**src/rtl/reg_share_arb.sv**
```systemverilog
// Round-robin arbiter giving four requesters write access to one shared register.
// Each access is a three-cycle IDLE -> GRANT -> ACK handshake; GRANT aborts if the winner drops req.
module reg_share_arb #(
    parameter int W = 8,
    parameter int N = 4
) (
    input  logic           clk,
    input  logic           rst,
    input  logic [N-1:0]   req,
    input  logic [N-1:0]   clr,
    input  logic [N*W-1:0] wdata,
    output logic [N-1:0]   gnt,
    output logic [N-1:0]   ack,
    output logic [W-1:0]   q,
    output logic           busy,
    output logic [7:0]     wr_cnt
);

    localparam logic [1:0] IDLE  = 2'd0;
    localparam logic [1:0] GRANT = 2'd1;
    localparam logic [1:0] ACK   = 2'd2;

    logic [1:0]   state_q, state_d;
    logic [1:0]   ptr_q, ptr_d;
    logic [1:0]   win_q, win_d;
    logic [N-1:0] gnt_q, gnt_d;
    logic [N-1:0] ack_q, ack_d;
    logic [W-1:0] q_q, q_d;
    logic [7:0]   wr_cnt_q, wr_cnt_d;

    logic [1:0]   rr_idx;
    logic [1:0]   rr_win;
    logic         rr_found;

    // Search starts at ptr and wraps; the first asserted request wins.
    always_comb begin
        rr_win   = 2'd0;
        rr_found = 1'b0;
        rr_idx   = 2'd0;
        for (int i = 0; i < 4; i++) begin
            rr_idx = ptr_q + 2'(i);
            if (!rr_found && req[rr_idx]) begin
                rr_win   = rr_idx;
                rr_found = 1'b1;
            end
        end
    end

    always_comb begin
        state_d  = state_q;
        ptr_d    = ptr_q;
        win_d    = win_q;
        gnt_d    = '0;
        ack_d    = '0;
        q_d      = q_q;
        wr_cnt_d = wr_cnt_q;
        case (state_q)
            IDLE: begin
                if (rr_found) begin
                    win_d        = rr_win;
                    gnt_d[rr_win] = 1'b1;
                    state_d      = GRANT;
                end
            end
            GRANT: begin
                // A winner that dropped req forfeits the slot without moving ptr.
                if (req[win_q]) begin
                    q_d          = clr[win_q] ? '0 : wdata[win_q*W +: W];
                    ack_d[win_q] = 1'b1;
                    wr_cnt_d     = wr_cnt_q + 8'd1;
                    ptr_d        = win_q + 2'd1;
                    state_d      = ACK;
                end else begin
                    state_d = IDLE;
                end
            end
            ACK: begin
                state_d = IDLE;
            end
            default: begin
                state_d = IDLE;
            end
        endcase
    end

    always_ff @(posedge clk) begin
        if (!rst) begin
            state_q  <= IDLE;
            ptr_q    <= 2'd0;
            win_q    <= 2'd0;
            gnt_q    <= '0;
            ack_q    <= '0;
            q_q      <= '0;
            wr_cnt_q <= 8'd0;
        end else begin
            state_q  <= state_d;
            ptr_q    <= ptr_d;
            win_q    <= win_d;
            gnt_q    <= gnt_d;
            ack_q    <= ack_d;
            q_q      <= q_d;
            wr_cnt_q <= wr_cnt_d;
        end
    end

    assign gnt    = gnt_q;
    assign ack    = ack_q;
    assign q      = q_q;
    assign wr_cnt = wr_cnt_q;
    assign busy   = (state_q != IDLE);

endmodule

```
**config.mk**
```make
export PLATFORM = sky130hd
export DESIGN_NAME = reg_share_arb
export DESIGN_NICKNAME = d
export VERILOG_FILES = /design/src/rtl/reg_share_arb.sv
export SDC_FILE = /design/constraint.sdc
export NUM_CORES = 1
export LEC_CHECK = 0
export CORE_ASPECT_RATIO = 0.6
export CORE_MARGIN = 2
export CORE_UTILIZATION = 33
export DETAILED_ROUTE_END_ITERATION = 10
export SLEW_MARGIN = 20
export SYNTH_ARGS = -nofsm -noshare
export SYNTH_HDL_FRONTEND = slang
export SYNTH_SLANG_ARGS = --single-unit
```
**constraint.sdc**
```tcl
create_clock -name clk -period 2.2 [get_ports clk]
set_clock_uncertainty 0.15 [all_clocks]
set_input_delay 0.33 -clock clk [delete_from_list [all_inputs] [get_ports clk]]
set_output_delay 0.33 -clock clk [all_outputs]
set_load 0.005 [all_outputs]
```
# Word-level counts from Yosys, hierarchy flattened
# Index checks and enable logic that the tools add are counted.
[word_totals]
regBits = 30
inputBits = 42
output_inout_bits = 25
word_cells = 65
[classes]
add_sub_neg = 5
order_cmp = 8
eq_ne = 2
shifts = 1
n_mux = 28
n_reduce_logical = 14
[ops]
columns = ["operator", "n"]
rows = [
  ["32-bit by 6-bit variable part select with 8-bit output", 1],
  ["2-bit by 3-bit less-than comparator with 1-bit output (second input constant)", 6],
  ["1-bit binary-select mux with 2-bit select", 6],
  ["1-bit 2-to-1 mux", 12],
  ["2-bit 2-to-1 mux", 6],
  ["8-bit by 1-bit adder with 8-bit output (second input constant)", 1],
  ["8-bit 2-to-1 mux", 1],
  ["3-bit AND reduction", 2],
  ["1-bit logical AND", 5],
  ["2-bit by 1-bit adder with 2-bit output (second input constant)", 2],
  ["2-bit adder (second input constant)", 2],
  ["1-bit demux with 2-bit select", 2],
  ["2-bit by 1-bit >= comparator with 1-bit output (second input constant)", 2],
  ["2-bit case mux with 2 select lines", 1],
  ["2-bit AND reduction", 2],
  ["1-bit logical NOT", 3],
  ["2-bit by 1-bit == test with 1-bit output (second input constant)", 1],
  ["2-bit logical NOT", 1],
  ["2-bit inequality test (second input constant)", 1],
  ["2-bit nonzero test", 1],
]

# Depth between registers and ports, before layout
[depth]
word_depth = 16
ltp_mapped = 6
mapped_depth_nobuf = 6

# Worst setup path after synthesis
# No wires, ideal clock.
[synth_path]
path_kind = "flip-flop to flip-flop"
start = "register win_q[1]"
end = "register q_q[4], in the netlist q[4]"
setup_ps = 116
arrival_time_ps = 1414
required_time_ps = 1934
slack_ps = 520
stages_incl_launch_ff = 7
n_path_buf = 2
period_less_slack_ps = 1680
cell_sequence = "dfxtp_1 -> buf_2 -> or3b_1 -> o22ai_4 -> buf_2 -> o21ai_1 -> o211a_1"
[synth_between]
elab_chain_len = 3
elab_cells_between_ends = 7
cone_classes = "1 x shift; 5 x mux; 1 x reduce/logical"
[synth_rtl]
columns = ["item", "line", "rtl"]
rows = [
  ["start, declared", "25", "logic [1:0] win_q, win_d;"],
  ["start signal, assigned", "98", "win_q <= win_d;"],
  ["parallel branches: the longest is 3 deep, another holds 32-bit by 6-bit variable part select with 8-bit output", "-", ""],
  ["end signal, assigned", "101", "q_q <= q_d;"],
  ["end, declared", "28", "logic [W-1:0] q_q, q_d;"],
]
# Several ways; the timed one is not identified. The select of a mux whose other input is x is not followed.
# A chain may end at the register's enable or synchronous reset.

# Worst setup path in the final report
[layout_path]
start = "input port req[3]"
end = "register win_q[0]"
[layout_between]
elab_chain_len = 13
elab_cells_between_ends = 23
cone_classes = "16 x mux; 7 x reduce/logical"
[layout_rtl]
columns = ["item", "line", "rtl"]
rows = [
  ["start, declared", "9", "input logic [N-1:0] req,"],
  ["1-bit binary-select mux with 2-bit select", "42", "if (!rr_found && req[rr_idx]) begin"],
  ["1-bit 2-to-1 mux (not written as such)", "42", ""],
  ["1-bit 2-to-1 mux", "42", ""],
  ["1-bit logical NOT", "42", ""],
  ["1-bit logical AND", "42", ""],
  ["1-bit 2-to-1 mux", "42", ""],
  ["1-bit logical NOT", "42", ""],
  ["1-bit logical AND", "42", ""],
  ["1-bit 2-to-1 mux", "42", ""],
  ["1-bit logical NOT", "42", ""],
  ["1-bit logical AND", "42", ""],
  ["1-bit 2-to-1 mux", "42", ""],
  ["2-bit AND reduction (no source line)", "-", ""],
]
# Several ways; a longest one is shown, not always the timed one. The select of a mux whose other input is x is not followed.

==> run metrics <==
Post-Synth Adder-Cell Area 3.92%; placed insts 293; Leakage 0.993 nW; outcome finished, final reports clean; largest family of logic cells by synthesized area simple AND/OR/NAND/NOR gates; global route total overflow 0; Max IR drop VDD 0.271 mV; R2R Setup Slk 0.30 ns; H-Tree Level Count 2; clk buf depth 2; IO buf count 66; max cap viols 0; final period utilization 87.7%; DR pass1 iterations 4; Clock Pin Slew Worst Setup and Hold Paths 0.07 ns; Slew Limit Headroom 74.8%; synthesized cell area 1600 um^2; gpl congestion 0.856; Worst path slowest cell clkdlybuf4s50_1; GRT Util Overall 17.8%; initial core utilization 34.6%; multi-input logic area 903 um^2; worst hold slack 0.344 ns; HP Class reg2reg; 1st-iter DRT viols 32; Post-Synth Simple-Gate Area 23.4%; CP arrival 1.97 ns; core footprint 4610 um^2; Post-Route WL 4360 um; synthesis-to-layout area growth 51.0%; post-layout util 52.3%; Mapped Nets 219; die area 5430 um^2; final max-slew violation count 0; final setup fails 0; nets 284; Slew @ Worst Pin 0.374 ns; synth unique cells 41; first-pass GRT wire length 7470 um; RSZ-0062 raised after global routing false; YS warnings 0; Root Driver clkbuf_8; TritonCTS clock tree built; vias in the first global route 1564; fmax 0.518 GHz; Post-CTS Hold Buffers 0; total CTS buffers 5; layout cells sized above 1 6.30%; Chip Width 93.8 um; Avg Synthesized Cell Area 9.28 um^2; Tot Pwr 0.00143 W; critical path class in2reg; die extent in y 57.9 um; share of the synthesized area in the top cell type 37.6%; Syn Inst Count 172; startpoint types input port; DRC Markers 0; crit path capture type flop; setup repair bufs after CTS 0; Inserted Diodes 0; fin cells 301; post-CTS sizing 0; worst-skew pair later-pin latency 0.28 ns; initial antenna violation count 0; # IOs 67; Final ANT Viol Nets 0; sequential fraction of the synthesis area 37.6%; WP data required 2.24 ns; vias 1567; Period minus WS final 1.93 ns; post-synthesis compound-gate area fraction 23.1%; Synth area leader dfxtp_1; largest net degree at the start of global routing 34; DP Wirelength 3320 um; slowest cell delay on critical path 0.62 ns; multiplexer share of the synthesized area 5.64%; Post-Synth XOR/XNOR Area 0.549%; # rows 19; Vias/cell 5.21; fill count 439; synthesized flop and latch total 30; FF/Latch Area 601 um^2; CP max FO 7; CP cell instances clkdlybuf4s50_1, nor4_1, nor2_2, nand2_1, inv_2, or4b_1, o31ai_1; drt wl/cell 14.5 um; total negative setup slack 0 ns; Synth area leaders dfxtp_1, a311oi_1, nor3b_1; PwrDens 594 nW/um^2; clock sinks 30; final hold violations 0
cell type report:
| type | count | area share, % |
|---|---|---|
| Timing Repair Buffer | 70 | 29.2 |
| Tap cell | 63 | 3.27 |
| Clock inverter | 2 | 0.519 |
| Multi-Input combinational cell | 122 | 37.5 |
| Inverter | 8 | 1.25 |
| Sequential cell | 30 | 24.9 |
| Clock buffer | 6 | 3.43 |
flip-flops by register name (all words and copies together), names as in the netlist:
signal / flops
win_q: 2
state_q: 2
ack: 4
q: 8
ptr_q: 2
gnt: 4
wr_cnt: 8
logic make-up (layout without fill, tap and decap cells):
kind of cell             after synthesis  count (layout)
XOR/XNOR                               1               1
AO/OA/AOI/OAI                         46              46
adder cells (fa/ha/maj)                5               5
multiplexers                           9               9
buffers and inverters                 20              86
flip-flops                            30              30
AND/OR/NAND/NOR                       61              61
Yosys cell counts, drive strengths merged:
master and count:
clkinv 1, nand3 1, o21ai 9, nand4 4, or2 1, o31a 1, nor3b 17, or3b 1
nand3b 1, a211oi 1, o211a 8, mux2i 9, a21oi 4, o21a 1, and2 2, nor2 7
nor3 3, or4b 1, ha 5, a311oi 16, buf 6, clkbuf 6, a31o 1, nor4 1
a21o 1, nand2b 7, o22ai 1, nand2 7, and3 6, nor2b 2, xnor2 1, o31ai 2
o311ai 1, dfxtp 30, inv 7
through the flow:
stage,area [um^2],setup slack [ns]
6_report,2410,0.271
5_1_grt,2410,0.174
4_1_cts,2410,0.291
3_5_place_dp,2320,0.00153
3_3_place_gp,2320,0.0945
2_1_floorplan,1600,0.520
report_power, final:
part / switching (W) / leakage [nW] / internal [W]
combinational: 0.000156 / 0.701 / 0.000199
clock: 0.000220 / 0.0472 / 0.000251
sequential: 0.0000276 / 0.244 / 0.000579
metal layers:
layer	global-route usage (%)	part of all wire [%]	vias up
met2	26.1	42	71
met4	8.49	2.7	0
met1	22.9	46	705
met3	7.41	8.5	12
li1	-	-	779
met5	0	0	-
worst paths after layout:
kind,startpoint,end,cells past startpoint
hold reg to reg,wr_cnt[6],wr_cnt[6],2
setup reg to reg,win_q[0],q[2],5
setup / recovery,req[3],win_q[0],7
hold / removal,wr_cnt[6],wr_cnt[6],2
placed cells by master (no fill, tap or decap), types with 2 or more instances in the layout:
| cell type | count |
|---|---|
| nand2_1 | 7 |
| a21oi_1 | 4 |
| a311oi_1 | 16 |
| o31ai_1 | 2 |
| nor2b_1 | 2 |
| nand2b_1 | 7 |
| nor3_1 | 3 |
| and3_1 | 6 |
| nor3b_1 | 17 |
| and2_1 | 2 |
| o21ai_1 | 8 |
| clkdlybuf4s50_1 | 66 |
| dfxtp_1 | 30 |
| mux2i_1 | 9 |
| ha_1 | 5 |
| buf_4 | 3 |
| nand4_1 | 4 |
| clkbuf_8 | 6 |
| o211a_1 | 8 |
| nor2_1 | 6 |
| inv_1 | 6 |
critical path: cells and delay by family:
family | cells | cell delay [ns]
simple gates | 4 | 0.86
compound gates | 1 | 0.10
buf+inv | 2 | 0.69
Power figures use the tool's default switching activity.
